## src/rtl/perm_pkg.sv

```systemverilog
// Shared constants, FSM encoding and completion status codes for the permutation job sequencer.
package perm_pkg;

  localparam int LINE_W     = 25;
  localparam int N_LINES    = 64;
  localparam int CNT_OFFSET = 63;

  typedef enum logic [2:0] {
    IDLE = 3'd0,
    CRST = 3'd1,
    GAP  = 3'd2,
    RUN  = 3'd3,
    FIN  = 3'd4
  } state_t;

  typedef enum logic [1:0] {
    STATUS_OK       = 2'b00,
    STATUS_SHORT    = 2'b01,
    STATUS_OVERRUN  = 2'b10,
    STATUS_TIMEOUT  = 2'b11
  } status_t;

  // Timeout outranks overrun, which outranks a short job.
  function automatic status_t job_status(input logic timed_out, input logic overrun,
                                         input logic full);
    if (timed_out) return STATUS_TIMEOUT;
    if (overrun)   return STATUS_OVERRUN;
    if (full)      return STATUS_OK;
    return STATUS_SHORT;
  endfunction

endpackage

```

## src/rtl/perm_rise_det.sv

```systemverilog
// Registered rising-edge detector: the current level is compared against last cycle's level.
module perm_rise_det (
  input  logic clk,
  input  logic rst,
  input  logic d,
  output logic rise
);

  logic d_reg;

  always_ff @(posedge clk) begin
    if (rst) d_reg <= 1'b0;
    else     d_reg <= d;
  end

  assign rise = d & ~d_reg;

endmodule

```

## src/rtl/perm_job_sequencer.sv

```systemverilog
// Sequences one permutation job: resets and starts the core, feeds input lines by core count,
// forwards output writes to the selected bank and reports completion status.
module perm_job_sequencer #(
  parameter int LINE_W     = perm_pkg::LINE_W,
  parameter int N_LINES    = perm_pkg::N_LINES,
  parameter int CNT_OFFSET = perm_pkg::CNT_OFFSET,
  parameter int RST_CYC    = 2,
  parameter int GAP_CYC    = 2,
  parameter int TIMEOUT    = 1023
) (
  input  logic              clk,
  input  logic              rst,
  input  logic              job_valid,
  output logic              job_ready,
  input  logic [1:0]        job_id,
  output logic [7:0]        rd_addr,
  input  logic [LINE_W-1:0] rd_data,
  output logic              core_rst,
  output logic              core_start,
  input  logic              core_done,
  input  logic [6:0]        core_cnt,
  output logic [LINE_W-1:0] core_line_in,
  input  logic              core_wr_en,
  input  logic [LINE_W-1:0] core_wr_val,
  output logic              out_valid,
  output logic [1:0]        out_bank,
  output logic [5:0]        out_line,
  output logic [LINE_W-1:0] out_data,
  output logic              job_done,
  output logic [1:0]        done_id,
  output logic [1:0]        done_status,
  output logic              busy
);

  import perm_pkg::*;

  localparam int PH_MAX = (RST_CYC > GAP_CYC) ? RST_CYC : GAP_CYC;
  localparam int PH_W   = $clog2(PH_MAX + 1);
  localparam int RUN_W  = $clog2(TIMEOUT + 1);
  localparam int WR_W   = $clog2(N_LINES + 1);
  localparam logic [6:0] CNT_LO = 7'(CNT_OFFSET);
  localparam logic [6:0] CNT_HI = 7'(CNT_OFFSET + N_LINES - 1);

  state_t            state_reg, state_next;
  logic [1:0]        bank_reg, bank_next;
  logic [PH_W-1:0]   phase_cnt_reg, phase_cnt_next;
  logic [RUN_W-1:0]  run_cnt_reg, run_cnt_next;
  logic [WR_W-1:0]   wr_cnt_reg, wr_cnt_next;
  logic              overrun_reg, overrun_next;
  logic              timeout_reg, timeout_next;

  logic wr_rise, done_rise;
  logic ready_int, crst_int, start_int, valid_int, fin_int;
  logic in_range;
  logic [6:0] line_idx;

  perm_rise_det u_wr_det (
    .clk  (clk),
    .rst  (rst),
    .d    (core_wr_en),
    .rise (wr_rise)
  );

  perm_rise_det u_done_det (
    .clk  (clk),
    .rst  (rst),
    .d    (core_done),
    .rise (done_rise)
  );

  // Input line lookup follows the core's counter directly, outside the FSM.
  assign in_range     = (core_cnt >= CNT_LO) && (core_cnt <= CNT_HI);
  assign line_idx     = core_cnt - CNT_LO;
  assign rd_addr      = in_range ? {bank_reg, line_idx[5:0]} : {bank_reg, 6'd0};
  assign core_line_in = in_range ? rd_data : '0;

  always_ff @(posedge clk) begin
    if (rst) begin
      state_reg     <= IDLE;
      bank_reg      <= 2'd0;
      phase_cnt_reg <= '0;
      run_cnt_reg   <= '0;
      wr_cnt_reg    <= '0;
      overrun_reg   <= 1'b0;
      timeout_reg   <= 1'b0;
    end else begin
      state_reg     <= state_next;
      bank_reg      <= bank_next;
      phase_cnt_reg <= phase_cnt_next;
      run_cnt_reg   <= run_cnt_next;
      wr_cnt_reg    <= wr_cnt_next;
      overrun_reg   <= overrun_next;
      timeout_reg   <= timeout_next;
    end
  end

  always_comb begin
    state_next     = state_reg;
    bank_next      = bank_reg;
    phase_cnt_next = phase_cnt_reg;
    run_cnt_next   = run_cnt_reg;
    wr_cnt_next    = wr_cnt_reg;
    overrun_next   = overrun_reg;
    timeout_next   = timeout_reg;
    ready_int      = 1'b0;
    crst_int       = 1'b0;
    start_int      = 1'b0;
    valid_int      = 1'b0;
    fin_int        = 1'b0;
    case (state_reg)
      IDLE: begin
        ready_int = 1'b1;
        if (job_valid) begin
          bank_next      = job_id;
          phase_cnt_next = '0;
          run_cnt_next   = '0;
          wr_cnt_next    = '0;
          overrun_next   = 1'b0;
          timeout_next   = 1'b0;
          state_next     = CRST;
        end
      end
      CRST: begin
        crst_int = 1'b1;
        if (phase_cnt_reg == PH_W'(RST_CYC - 1)) begin
          phase_cnt_next = '0;
          state_next     = GAP;
        end else begin
          phase_cnt_next = phase_cnt_reg + PH_W'(1);
        end
      end
      GAP: begin
        if (phase_cnt_reg == PH_W'(GAP_CYC - 1)) begin
          run_cnt_next = '0;
          state_next   = RUN;
        end else begin
          phase_cnt_next = phase_cnt_reg + PH_W'(1);
        end
      end
      RUN: begin
        start_int    = 1'b1;
        run_cnt_next = run_cnt_reg + RUN_W'(1);
        // A write landing with the done edge is still counted before status is formed.
        if (wr_rise) begin
          if (wr_cnt_reg < WR_W'(N_LINES)) begin
            valid_int   = 1'b1;
            wr_cnt_next = wr_cnt_reg + WR_W'(1);
          end else begin
            overrun_next = 1'b1;
          end
        end
        if (run_cnt_reg == RUN_W'(TIMEOUT - 1)) begin
          timeout_next = 1'b1;
          state_next   = FIN;
        end else if (done_rise) begin
          state_next = FIN;
        end
      end
      FIN: begin
        fin_int    = 1'b1;
        state_next = IDLE;
      end
      default: state_next = IDLE;
    endcase
  end

  assign job_ready   = ready_int & ~rst;
  assign core_rst    = crst_int | rst;
  assign core_start  = start_int & ~rst;
  assign out_valid   = valid_int & ~rst;
  assign out_bank    = bank_reg;
  assign out_line    = rst ? 6'd0 : 6'(wr_cnt_reg);
  assign out_data    = core_wr_val;
  assign job_done    = fin_int & ~rst;
  assign done_id     = (fin_int & ~rst) ? bank_reg : 2'd0;
  assign done_status = (fin_int & ~rst)
                     ? job_status(timeout_reg, overrun_reg, wr_cnt_reg == WR_W'(N_LINES))
                     : 2'd0;
  assign busy        = (state_reg != IDLE) & ~rst;

endmodule
```

## config.mk

```make
export PLATFORM = sky130hd
export DESIGN_NAME = perm_job_sequencer
export DESIGN_NICKNAME = d
export VERILOG_FILES = /design/src/rtl/perm_pkg.sv /design/src/rtl/perm_rise_det.sv /design/src/rtl/perm_job_sequencer.sv
export SDC_FILE = /design/constraint.sdc
export NUM_CORES = 1
export LEC_CHECK = 0
export CAP_MARGIN = 25
export CORE_ASPECT_RATIO = 0.9
export CORE_UTILIZATION = 36
export DETAILED_ROUTE_END_ITERATION = 10
export GPL_TIMING_DRIVEN = 0
export PLACE_DENSITY = 0.82
export RECOVER_POWER = 25
export SETUP_SLACK_MARGIN = 0.15
export SLEW_MARGIN = 20
export SYNTH_ARGS = -nofsm -noshare
export SYNTH_HDL_FRONTEND = slang
export SYNTH_SLANG_ARGS = --single-unit
```

## constraint.sdc

```tcl
create_clock -name clk -period 2.28 [get_ports clk]
set_input_delay 0.342 -clock clk [delete_from_list [all_inputs] [get_ports clk]]
set_output_delay 0.342 -clock clk [all_outputs]
set_load 0.02 [all_outputs]
```

==> metrics.yaml <==
fmax_mhz: 476
max-vdd-ir-drop_v: 0.000284
cts_tree: "yes"
clockBufferDepth: 2
hold_path_class: "primary input to flip-flop"
syn_area_sq_mm: 0.00205
grt_max_degree: 17
io_pins: 140
dp_hpwl_microns: 4360
cts_made_buffers: 3
fin_total_pwr_mw: 1.41
globalplace.congestion: 0.824
ys_seq_area_share_pct: 27.4
start_kind: "flip-flop"
rows: 25
diodes: 0
ys_ff_latch: 28
synth_warnings: 0
antenna_found_initial: 0
drive_gt1_share_pct: 23.4
synth-edff-count: 0
final_area_sq_mm: 0.00336
ctsHoldBuffers: 0
worstPathArrival_ps: 1760
netlist_instances: 260
synth_area_leaders: "dfxtp_1, buf_4, and2_1, ha_1, nor2_1"
grt_pass1_wl_microns: 8580
max_stage_delay_ps: 380
synth.distinct_cells: 47
layout_common_cells: "clkdlybuf4s50_1, buf_4, and2_1"
fin_worst_skew_ps: 2.86
yosys.area_share.simple_pct: 31.4
synth_top_area_share_pct: 27.4
grt_usage_pct: 18.3
avgSynthCellArea_sq_um: 7.87
die_height_microns: 73.5
tightest_slew_ps: 573
final.setup.worst_slack_ps: 181
coreArea_sq_mm: 0.00535
pre_cts_ws_ps: -1070
drtAntennaViolNets: 0
via_count: 2257
ctsRootBufferMaster: "clkbuf_8"
slowest_stage: "dfxtp_2"
p_leak_nw: 1.47
port_buffers: 113
avgRoutedWirePerCell_microns: 12.9
final_common_cell: "clkdlybuf4s50_1"
hold_viol: 0
grt_pass1_vias: 1953
maxSlewHeadroom_pct: 61.7
nets: 458
fin_crit_sh_pct: 92.1
routed_wl_microns: 5840
crit_type: "flip-flop to primary output"
synth_ff_type: "dfxtp_1"
syn_to_final_growth_pct: 64.1
synthAdderAreaFrac_pct: 4.89
start_util_pct: 38.3
placed_cells: 440
synthMuxAreaShare_pct: 2.02
yosysTopAreaCell: "dfxtp_1"
cp-end-kind: "primary output"
drt_pass1_iterations: 4
synth_compound_area_share_pct: 13.0
clkTransAtPathRegs_ps: 100
overflow: 0
synth_xor_area_share_pct: 5.99
power_density_mw_per_mm2: 418
dpl-instance-area_sq_mm: 0.00327
htree_levels: 1
viasPerCell: 4.99
die_w_microns: 81.5
clk-insertion-delay-late_ps: 280
drt-initial-drc-count: 88
async_reset_ff_share_pct: 0
cts_num_sinks: 28
status: "finished clean"
dieArea_sq_mm: 0.00599
synth_nets: 332
finalSetupTns_ps: 0
synth_top_family_by_area: "simple AND/OR/NAND/NOR gates"
setup_violations: 0
required_ps: 1940
maxCapViolCount: 0
largest_register_ffs: 10
drv_slew: 0
path_max_fanout: 10
fin_cells: 452
critical_path.cell_chain: "buf_6 > clkinvlp_4 > nor4_4 > buf_4 > o21a_1 > clkdlybuf4s15_2"
fin_crit_ps: 2100
drcViolationCount: 0
rsz0062_at_grt: "true"
layout make-up:
| type | count | area, sq um |
|---|---|---|
| Multi-Input combinational cell | 178 | 1240 |
| Clock buffer | 3 | 41.3 |
| Inverter | 15 | 60.1 |
| Tap cell | 67 | 83.8 |
| Buffer | 39 | 293 |
| Sequential cell | 28 | 563 |
| Timing Repair Buffer | 121 | 1050 |
| Clock inverter | 1 | 30.0 |
| Fill cell | 449 | 1990 |
power by group:
part / leakage, nW / internal, mW / switching [mW] / total, mW
clock: 0.0357 / 0.236 / 0.167 / 0.403
combinational: 1.20 / 0.244 / 0.245 / 0.488
sequential: 0.228 / 0.503 / 0.0118 / 0.514
worst max-delay path, delay by kind of cell, from the launching register on:
kind | cells | cell delay (ps)
compound gates | 1 | 110
simple gates | 1 | 260
flops | 1 | 380
buf+inv | 4 | 720
per-stage QoR:
step / hold WS [ps] / utilization, %
5_1_grt: 491 / 62.8
2_1_floorplan: 458 / -
4_1_cts: 424 / 62.9
6_report: 457 / 62.8
3_3_place_gp: 478 / 61.1
3_5_place_dp: 488 / 61.1
final timing paths:
kind | from | endpoint | slack [ps] | cells after the start
worst max-delay path | state_reg[2]$_SDFFE_PP0P_ | done_status[0] | 180 | 6
worst min-delay path | rst | u_wr_det.d_reg$_SDFF_PP0_ | 460 | 2
worst max register to register | phase_cnt_reg[1]$_SDFFE_PP0P_ | run_cnt_reg[5]$_SDFFE_PP0P_ | 380 | 6
worst min register to register | run_cnt_reg[9]$_SDFFE_PP0P_ | run_cnt_reg[9]$_SDFFE_PP0P_ | 510 | 2
metal layers:
layer	part of all wire (%)	wire length, microns	GRT usage, %
met1	40	2360	21.7
met2	47	2760	31.1
met3	9.5	556	3.48
met4	2.8	163	9.52
met5	0	0	0
cell families after synthesis:
group,after synthesis
buffers and inverters,54
muxes,4
AOI/OAI and AO/OA,38
xor gates and xnor gates,14
DFF,28
adders and majority gates,8
and+or+nand+nor,114
cell usage after synthesis (2+ instances only):
master    instances
and2_1           29
dfxtp_1          28
buf_4            27
nor2_1           26
inv_1            15
nand3_1          11
a21oi_1           9
clkbuf_1          9
ha_1              8
nor3_1            7
xnor2_1           7
xor2_1            7
nand3b_1          6
a31oi_1           5
and3_1            5
nand2_1           5
nor2b_1           5
a211oi_1          4
a21o_1            3
mux2i_1           3
nand4_1           3
nor4_1            3
o21ai_0           3
or3_1             3
and4_1            2
buf_2             2
nand2b_1          2
o211ai_1          2
o21a_1            2
or4_1             2
timing repair:
action	4_1_cts	5_1_grt
gates resized for setup	151	17
gates cloned	0	0
endpoints found under the setup margin	41	39
buffers inserted	6	2
pin swaps	3	2
(Power assumes the default switching activity.)
